<file path="src/rtl/vectorgates_pkg.sv">
// -----------------------------------------------------------------------------
// vectorgates_pkg
// Shared types for the vector-gate arbiter slice:
//   vg_state_t  - result-register occupancy state {EMPTY, FULL}
//   id_w()      - width of a requester index for n requesters
//   vg_result_t - packed result bundle at the default operand width
// -----------------------------------------------------------------------------
package vectorgates_pkg;

    typedef enum logic {
        EMPTY = 1'b0,
        FULL  = 1'b1
    } vg_state_t;

    localparam int VG_DEF_WIDTH = 3;

    function automatic int id_w(input int n);
        return $clog2(n);
    endfunction

    // The arbiter declares the same layout locally at its own WIDTH.
    typedef struct packed {
        logic [VG_DEF_WIDTH-1:0]   or_bitwise;
        logic                      or_logical;
        logic [2*VG_DEF_WIDTH-1:0] not_ab;
    } vg_result_t;

endpackage

</file>
<file path="src/rtl/vectorgates_unit.sv">
// -----------------------------------------------------------------------------
// vectorgates_unit
// Purely combinational vector-gate datapath.
// Ports:
//   a, b        in  WIDTH    operands
//   or_bitwise  out WIDTH    a | b
//   or_logical  out 1        (|a) || (|b)
//   not_ab      out 2*WIDTH  {~b, ~a}
// -----------------------------------------------------------------------------
module vectorgates_unit #(
    parameter int WIDTH = 3
) (
    input  logic [WIDTH-1:0]   a,
    input  logic [WIDTH-1:0]   b,
    output logic [WIDTH-1:0]   or_bitwise,
    output logic               or_logical,
    output logic [2*WIDTH-1:0] not_ab
);

    assign or_bitwise = a | b;
    assign or_logical = (|a) || (|b);
    assign not_ab     = {~b, ~a};

endmodule

</file>
<file path="src/rtl/vectorgates_arbiter.sv">
// -----------------------------------------------------------------------------
// vectorgates_arbiter
// Round-robin arbiter sharing one vectorgates_unit among NUM_REQ requesters.
// One operand pair is accepted per cycle; the result and requester id are
// registered and held until downstream takes them.
// Ports:
//   clk, reset        clock, synchronous active-high reset
//   req_valid/ready   per-requester handshake (ready is one-hot or zero)
//   req_a, req_b      packed operands, requester i at [i*WIDTH +: WIDTH]
//   resp_valid/ready  result handshake
//   resp_id           requester that produced the held result
//   resp_or_bitwise, resp_or_logical, resp_not   held datapath results
//   txn_count         accepted requests since reset, saturating
//
// State table
//   state | meaning
//   EMPTY | result register free, resp_valid = 0
//   FULL  | result register holds a result, resp_valid = 1
// -----------------------------------------------------------------------------
module vectorgates_arbiter
    import vectorgates_pkg::*;
#(
    parameter int NUM_REQ = 4,
    parameter int WIDTH   = 3,
    parameter int CNT_W   = 16
) (
    input  logic                       clk,
    input  logic                       reset,
    input  logic [NUM_REQ-1:0]         req_valid,
    output logic [NUM_REQ-1:0]         req_ready,
    input  logic [NUM_REQ*WIDTH-1:0]   req_a,
    input  logic [NUM_REQ*WIDTH-1:0]   req_b,
    output logic                       resp_valid,
    input  logic                       resp_ready,
    output logic [$clog2(NUM_REQ)-1:0] resp_id,
    output logic [WIDTH-1:0]           resp_or_bitwise,
    output logic                       resp_or_logical,
    output logic [2*WIDTH-1:0]         resp_not,
    output logic [CNT_W-1:0]           txn_count
);

    localparam int              ID_W    = id_w(NUM_REQ);
    localparam logic [ID_W-1:0] LAST_ID = ID_W'(NUM_REQ - 1);
    localparam logic [ID_W:0]   NUM_EXT = (ID_W+1)'(NUM_REQ);

    typedef struct packed {
        logic [WIDTH-1:0]   or_bitwise;
        logic               or_logical;
        logic [2*WIDTH-1:0] not_ab;
    } res_t;

    vg_state_t        state_q, state_d;
    logic [ID_W-1:0]  rr_ptr;
    logic [ID_W-1:0]  grant_id;
    logic             grant_found;
    logic             can_accept;
    logic             handshake;
    logic [WIDTH-1:0] sel_a, sel_b;
    res_t             unit_res;
    res_t             res_q;
    logic [ID_W-1:0]  id_q;

    // Search from rr_ptr with an explicit modulo wrap so non-power-of-two
    // NUM_REQ never lands on a nonexistent requester.
    always_comb begin
        logic [ID_W:0]   sum;
        logic [ID_W-1:0] cand;
        grant_found = 1'b0;
        grant_id    = '0;
        sum         = '0;
        cand        = '0;
        for (int i = 0; i < NUM_REQ; i++) begin
            sum = {1'b0, rr_ptr} + (ID_W+1)'(i);
            if (sum >= NUM_EXT) begin
                sum = sum - NUM_EXT;
            end
            cand = sum[ID_W-1:0];
            if (!grant_found && req_valid[cand]) begin
                grant_found = 1'b1;
                grant_id    = cand;
            end
        end
    end

    always_comb begin
        sel_a = '0;
        sel_b = '0;
        for (int i = 0; i < NUM_REQ; i++) begin
            if (grant_id == ID_W'(i)) begin
                sel_a = req_a[i*WIDTH +: WIDTH];
                sel_b = req_b[i*WIDTH +: WIDTH];
            end
        end
    end

    vectorgates_unit #(
        .WIDTH (WIDTH)
    ) u_unit (
        .a          (sel_a),
        .b          (sel_b),
        .or_bitwise (unit_res.or_bitwise),
        .or_logical (unit_res.or_logical),
        .not_ab     (unit_res.not_ab)
    );

    // A full register may be refilled in the same cycle it drains.
    assign can_accept = (state_q == EMPTY) || resp_ready;
    assign handshake  = grant_found && can_accept && !reset;

    always_comb begin
        req_ready = '0;
        if (handshake) begin
            req_ready[grant_id] = 1'b1;
        end
    end

    always_comb begin
        state_d = state_q;
        case (state_q)
            EMPTY: begin
                if (handshake) begin
                    state_d = FULL;
                end
            end
            FULL: begin
                if (handshake) begin
                    state_d = FULL;
                end else if (resp_ready) begin
                    state_d = EMPTY;
                end
            end
            default: state_d = EMPTY;
        endcase
    end

    always_ff @(posedge clk) begin
        if (reset) begin
            state_q   <= EMPTY;
            rr_ptr    <= '0;
            res_q     <= '0;
            id_q      <= '0;
            txn_count <= '0;
        end else begin
            state_q <= state_d;
            if (handshake) begin
                res_q  <= unit_res;
                id_q   <= grant_id;
                rr_ptr <= (grant_id == LAST_ID) ? '0 : grant_id + ID_W'(1);
                if (txn_count != {CNT_W{1'b1}}) begin
                    txn_count <= txn_count + CNT_W'(1);
                end
            end
        end
    end

    assign resp_valid      = (state_q == FULL);
    assign resp_id         = id_q;
    assign resp_or_bitwise = res_q.or_bitwise;
    assign resp_or_logical = res_q.or_logical;
    assign resp_not        = res_q.not_ab;

endmodule

</file>
<file path="config.mk">
export PLATFORM = sky130hd
export DESIGN_NAME = vectorgates_arbiter
export DESIGN_NICKNAME = d
export VERILOG_FILES = /design/src/rtl/vectorgates_pkg.sv /design/src/rtl/vectorgates_unit.sv /design/src/rtl/vectorgates_arbiter.sv
export SDC_FILE = /design/constraint.sdc
export NUM_CORES = 1
export LEC_CHECK = 0
export BUFFER_PORTS_ARGS = -buffer_cell sky130_fd_sc_hd__clkbuf_2
export CORE_ASPECT_RATIO = 1.4
export CORE_UTILIZATION = 30
export CTS_CLUSTER_DIAMETER = 50
export DETAILED_ROUTE_END_ITERATION = 7
export PLACE_DENSITY = 0.58
export SLEW_MARGIN = 0
export SYNTH_ARGS = -nofsm -noshare
export SYNTH_HDL_FRONTEND = slang
export SYNTH_HIERARCHICAL = 1
export SYNTH_SLANG_ARGS = --single-unit
</file>
<file path="constraint.sdc">
create_clock -name clk -period 3.8 [get_ports clk]
set_input_delay 0 -clock clk [delete_from_list [all_inputs] [get_ports clk]]
set_output_delay 0 -clock clk [all_outputs]
set_load 0.02 [all_outputs]
</file>
==> flow_metrics.tcl, run 1 <==
set metrics [dict create \
    relSlewSlack 0.362 \
    avgSynthCellArea_sq_um 7.91 \
    final_net_count 323 \
    die_area_sq_um 6280 \
    synth.net_count 262 \
    layout_common_cells "63 x clkbuf_2, 40 x nand2_1, 31 x dfxtp_1" \
    setup_tns_ps 0 \
    finalWirelength_microns 4430 \
    core_area_sq_um 5650 \
    critPathLaunch "rr_ptr[1]" \
    yosysTopAreaCellShare 0.347 \
    synth-main-ff-cell "dfxtp_1" \
    post-route-util 0.399 \
    multi_input_area_sq_um 1070 \
    synth_area_sq_um 1790 \
    worstSetupEndpoint "resp_or_logical" \
    r2r_cells 12 \
    critical_path_arrival_ps 3150 \
    place_hpwl_microns 3310 \
    finalMaxSlewViolations 0 \
    worstSetupEndpointType "register" \
    hold_viol 0 \
    wl_met2_microns 2100 \
    worst_pin_slew_ps 950 \
    path_cells "mux2i_1 -> nor2_1 -> or3_1 -> nor2_1 -> ha_1 -> nor2b_1 -> a221oi_1 -> o31ai_1 -> or2_2 -> or3_1 -> nand2_1 -> nand2_1" \
    layout_commonest_cell "clkbuf_2" \
    cts.path.max_buffers 2 \
    cp.required_ps 3980 \
    drive_above_1_share 0.274 \
    path_depth 12 \
    die-height_microns 93.3 \
    critical-path-slowest-cell "dfxtp_1" \
    critical_path_class "reg2reg" \
    overflow 0 \
    synth_seq_cells 31 \
    cp_max_fo 9 \
    period_needed_ps 2970 \
    antenna_cells 0 \
    synth_edf_count 0 \
    fin_area_sq_um 2250 \
    drt-met1-wl_microns 2010 \
    drc 0 \
    netlist_instances 226 \
    h-tree-depth 2 \
    met3WireLength_microns 217 \
    crit_family "simple AND/OR/NAND/NOR gates" \
    highest_layer "met4" \
    boundaryPins 64 \
    dpl_cell_area_sq_um 2150 \
    status "finished, final reports clean" \
    r2r-end "resp_or_logical" \
    slowest_delay_ps 420 \
    ctsResizeCount 0 \
    place_ws_ps 861 \
    clkTransAtPathRegs_ps 70 \
    cellLeakagePower_nw 0.985 \
    routabilityCongestion 0.736 \
    initial_utilization 0.317 \
    portBuffers 63 \
    tritoncts "yes" \
    cts_setup_buffers 0 \
    grt_first_pass_wirelength_microns 7290 \
    ys_top_cells_by_area "dfxtp_1 35%, nand2_1 8.4%, nand3_1 5.9%" \
    cts-hold-fix-buffers 0 \
    seq_area_frac_synth 0.347 \
    skew_ps 11.1 \
    antenna_found_initial 0 \
    grt_max_degree 24 \
    yosysUniqueCellTypes 41 \
    setup_ws_ps 830 \
    r2r_setup_slack_ps 830 \
    async_flop_share 0 \
    worstHoldPathType "in2reg" \
    drtIter0Drc 92 \
    grt_use_total 0.155 \
    cts_made_buffers 5 \
    rsz0062_at_grt "no" \
    viasPerCell 5.12 \
    r2r-start "rr_ptr[1]" \
    rows 32 \
    cts.sinks 31 \
    nFillCells 581 \
    finalCritPeriodShare 0.782 \
    ir_drop_mv 0.191 \
    syn_to_final_growth_pct 26.0 \
    drv_cap 0 \
    fmax_mhz 337 \
    total_power_w 0.00103 \
    synth_top_area_cell "dfxtp_1" \
    grt_pass1_vias 1613 \
    register_area_sq_um 621 \
    setup_viol 0 \
    ys.warnings.count 6 \
    cp-start-kind "register" \
    via_count 1824 \
    wire_per_inst_microns 12.4 \
    firstDrtPassIters 5 \
    timing.critical_path.buf_inv 0 \
    die_x_microns 67.2 \
    insertion_delay_ps 290 \
    cts_root_buf "clkbuf_8" \
    power_density_nw_per_um2 459 \
    antenna_left 0 \
]
flip-flops by register name, summed over array words and instances, names as in the netlist:
name	flops
rr_ptr	2
resp_id	2
resp_valid	1
resp_or_bitwise	3
resp_or_logical	1
resp_not	6
txn_count	16
cell families (layout without fill, tap and decap cells):
family                     count (synthesis)  in the layout  synth area share
AOI/OAI and AO/OA                         44             44             0.164
adders and majority gates                  5              5            0.0350
buffers and inverters                     22             84            0.0539
DFF                                       31             31             0.347
muxes                                      6              6            0.0350
and+or+nand+nor                          118            118             0.365
Yosys cell counts, types with 3 or more instances:
| master | number |
|---|---|
| and2_1 | 5 |
| nor4_1 | 4 |
| a221oi_1 | 5 |
| or4_1 | 5 |
| ha_1 | 5 |
| and4_1 | 3 |
| nand2_1 | 40 |
| o21ai_0 | 4 |
| o21ai_1 | 3 |
| a21oi_1 | 13 |
| dfxtp_1 | 31 |
| mux2i_1 | 4 |
| nor3_1 | 3 |
| nand2b_1 | 3 |
| nor2_1 | 5 |
| nand3_1 | 21 |
| o311ai_1 | 3 |
| nor2b_1 | 9 |
| nand4_1 | 5 |
| inv_1 | 11 |
| or3_1 | 4 |
| o31ai_1 | 10 |
| clkbuf_1 | 6 |
metrics by stage:
step | std cells | hold WS, ps
final | 356 | 74.7
after global routing | 356 | 107
after CTS | 356 | 68.8
after detailed placement | 348 | 378
after global placement | 348 | 358
after floorplan | 226 | 164
worst register-to-register path, stage by stage (launching register included):
cell and delay (ps):
dfxtp_1 420, mux2i_1 220, nor2_1 70, or3_1 360, nor2_1 150, ha_1 350
nor2b_1 160, a221oi_1 280, o31ai_1 120, or2_2 320, or3_1 310, nand2_1 60
nand2_1 40
cell type report:
| cell class | count | area share |
|---|---|---|
| timing repair buffer | 65 | 0.147 |
| inverter | 11 | 0.0183 |
| tap | 68 | 0.0378 |
| sequential | 31 | 0.276 |
| clock inverter | 1 | 0.00333 |
| clock buffer | 7 | 0.0428 |
| multi-input combinational | 173 | 0.476 |
power breakdown:
part,switching [W],leakage [nW],total (W),internal (W)
combinational,0.000207,0.680,0.000342,0.000135
sequential,0.0000308,0.255,0.000401,0.000371
clock,0.000126,0.0505,0.000291,0.000165
total,0.000364,0.985,0.00103,0.000670
how the worst min path moves through the flow:
stage,cells past startpoint,slack (ps),to,startpoint
after detailed placement,6,380,resp_not[5],req_b[11]
after floorplan,2,160,resp_valid,req_valid[2]
after CTS,6,70,resp_not[5],req_b[11]
after global routing,6,110,resp_not[0],req_a[9]
after global placement,3,360,resp_valid,req_valid[2]
final,6,70,resp_not[4],req_b[10]
routing by layer:
metal  track usage  vias to the layer above
met4        0.0887                        0
met2         0.243                       67
li1              -                      948
met3        0.0378                        7
met1         0.188                      802
met5             0                        -
Note: power is estimated with default switching activity, not from simulation.
==> inputs of run 2 (changes only) <==
Clock period 3.8 ns to 3.1 ns, I/O delays scaled along.
==> flow_metrics.tcl, run 2 (same netlist as run 1, synthesis figures left out) <==
set metrics [dict create \
    viasPerCell 5.10 \
    finalMaxSlewViolations 0 \
    critical_path_class "reg2reg" \
    nFillCells 611 \
    skew_ps 7.59 \
    final_net_count 326 \
    layout_common_cells "63 x clkbuf_2, 40 x nand2_1, 31 x dfxtp_1" \
    status "finished, final reports clean" \
    critical_path_arrival_ps 3010 \
    drv_cap 0 \
    insertion_delay_ps 290 \
    via_count 1830 \
    cp-start-kind "register" \
    rows 32 \
    tritoncts "yes" \
    cellLeakagePower_nw 1.01 \
    cts.path.max_buffers 2 \
    holdCritStartpoint "req_b[10]" \
    drtIter0Drc 49 \
    drive_above_1_share 0.285 \
    hold_depth 6 \
    cp.required_ps 3290 \
    portBuffers 63 \
    antenna_found_initial 0 \
    worstHoldPathType "in2reg" \
    r2r_cells 12 \
    ir_drop_mv 0.260 \
    r2r-end "resp_or_logical" \
    layout_commonest_cell "clkbuf_2" \
    hold_viol 0 \
    clkTransAtPathRegs_ps 70 \
    overflow 0 \
    grt_max_degree 24 \
    critPathLaunch "rr_ptr[1]" \
    boundaryPins 64 \
    core_area_sq_um 5650 \
    finalWirelength_microns 4470 \
    wire_per_inst_microns 12.5 \
    dpl_cell_area_sq_um 2160 \
    die-height_microns 93.3 \
    setup_viol 0 \
    die_area_sq_um 6280 \
    fin_area_sq_um 2310 \
    firstDrtPassIters 3 \
    worstSetupEndpointType "register" \
    h-tree-depth 2 \
    cts.sinks 31 \
    place_hpwl_microns 3370 \
    cts-hold-fix-buffers 0 \
    antenna_left 0 \
    routabilityCongestion 0.743 \
    worst_pin_slew_ps 523 \
    drc 0 \
    largest_reg_flops 16 \
    grt_use_total 0.154 \
    die_x_microns 67.2 \
    period_needed_ps 2820 \
    power_density_nw_per_um2 609 \
    cts_root_buf "clkbuf_8" \
    grt_first_pass_wirelength_microns 7380 \
    r2r_setup_slack_ps 280 \
    top_register "txn_count" \
    finalCritPeriodShare 0.908 \
    grt_pass1_vias 1643 \
    cts_made_buffers 5 \
    cp_max_fo 8 \
    initial_utilization 0.317 \
    antenna_cells 0 \
    r2r-start "rr_ptr[1]" \
    post-route-util 0.409 \
    hold_end "resp_not[4]" \
    fmax_mhz 355 \
    relSlewSlack 0.648 \
    syn_to_final_growth_pct 29.2 \
]
run 2: final cells by class:
class	instances	area, sq um	area share
clock buffer	5	68.8	0.0298
clock inverter	3	67.6	0.0293
inverter	11	41.3	0.0179
multi-input combinational	173	1070	0.465
sequential	31	621	0.269
tap	68	85.1	0.0368
timing repair buffer	68	353	0.153
run 2: timing repair:
action,CTS,global route
endpoints found under the hold margin,0,0
endpoints found under the setup margin,0,1
gates resized for setup,0,1
buffers inserted,0,1
run 2: worst max-delay path by stage:
stage / depth (start not counted) / slack [ps] / endpoint
final: 12 / 280 / resp_or_logical
after CTS: 12 / 160 / resp_or_logical
after global routing: 12 / -8 / resp_or_logical
after global placement: 12 / 250 / resp_or_logical
after detailed placement: 12 / 170 / resp_or_logical
after floorplan: 13 / 360 / resp_or_logical
run 2: where the power goes:
part	switching (W)	internal [W]	total, W	leakage [nW]
combinational	0.000255	0.000172	0.000426	0.694
clock	0.000166	0.000321	0.000487	0.0644
sequential	0.0000383	0.000454	0.000492	0.255
run 2: per-stage QoR:
step | hold slack, ps | setup slack, ps | setup TNS, ps | cells | power, W
floorplan | 164 | 355 | 0 | 226 | 0.000792
global placement | 359 | 249 | 0 | 350 | 0.000921
detailed placement | 377 | 167 | 0 | 350 | 0.000926
CTS | 66.3 | 164 | 0 | 358 | 0.00142
global route | 115 | -7.82 | -7.82 | 359 | 0.00150
finish | 64.3 | 284 | 0 | 359 | 0.00141
run 2: critical path, stage by stage, from the launching register on:
cell	delay, ps
dfxtp_1	420
mux2i_1	200
nor2_1	60
or3_1	360
nor2_1	160
ha_2	280
nor2b_1	120
a221oi_1	270
o31ai_1	120
or2_2	330
or3_1	300
nand2_1	60
nand2_1	40
run 2: routing by layer:
metal,vias up,part of all wire,GRT usage
li1,958,-,-
met1,823,0.46,0.181
met2,44,0.49,0.263
met3,5,0.038,0.0329
met4,0,0.017,0.0638
met5,-,0,0
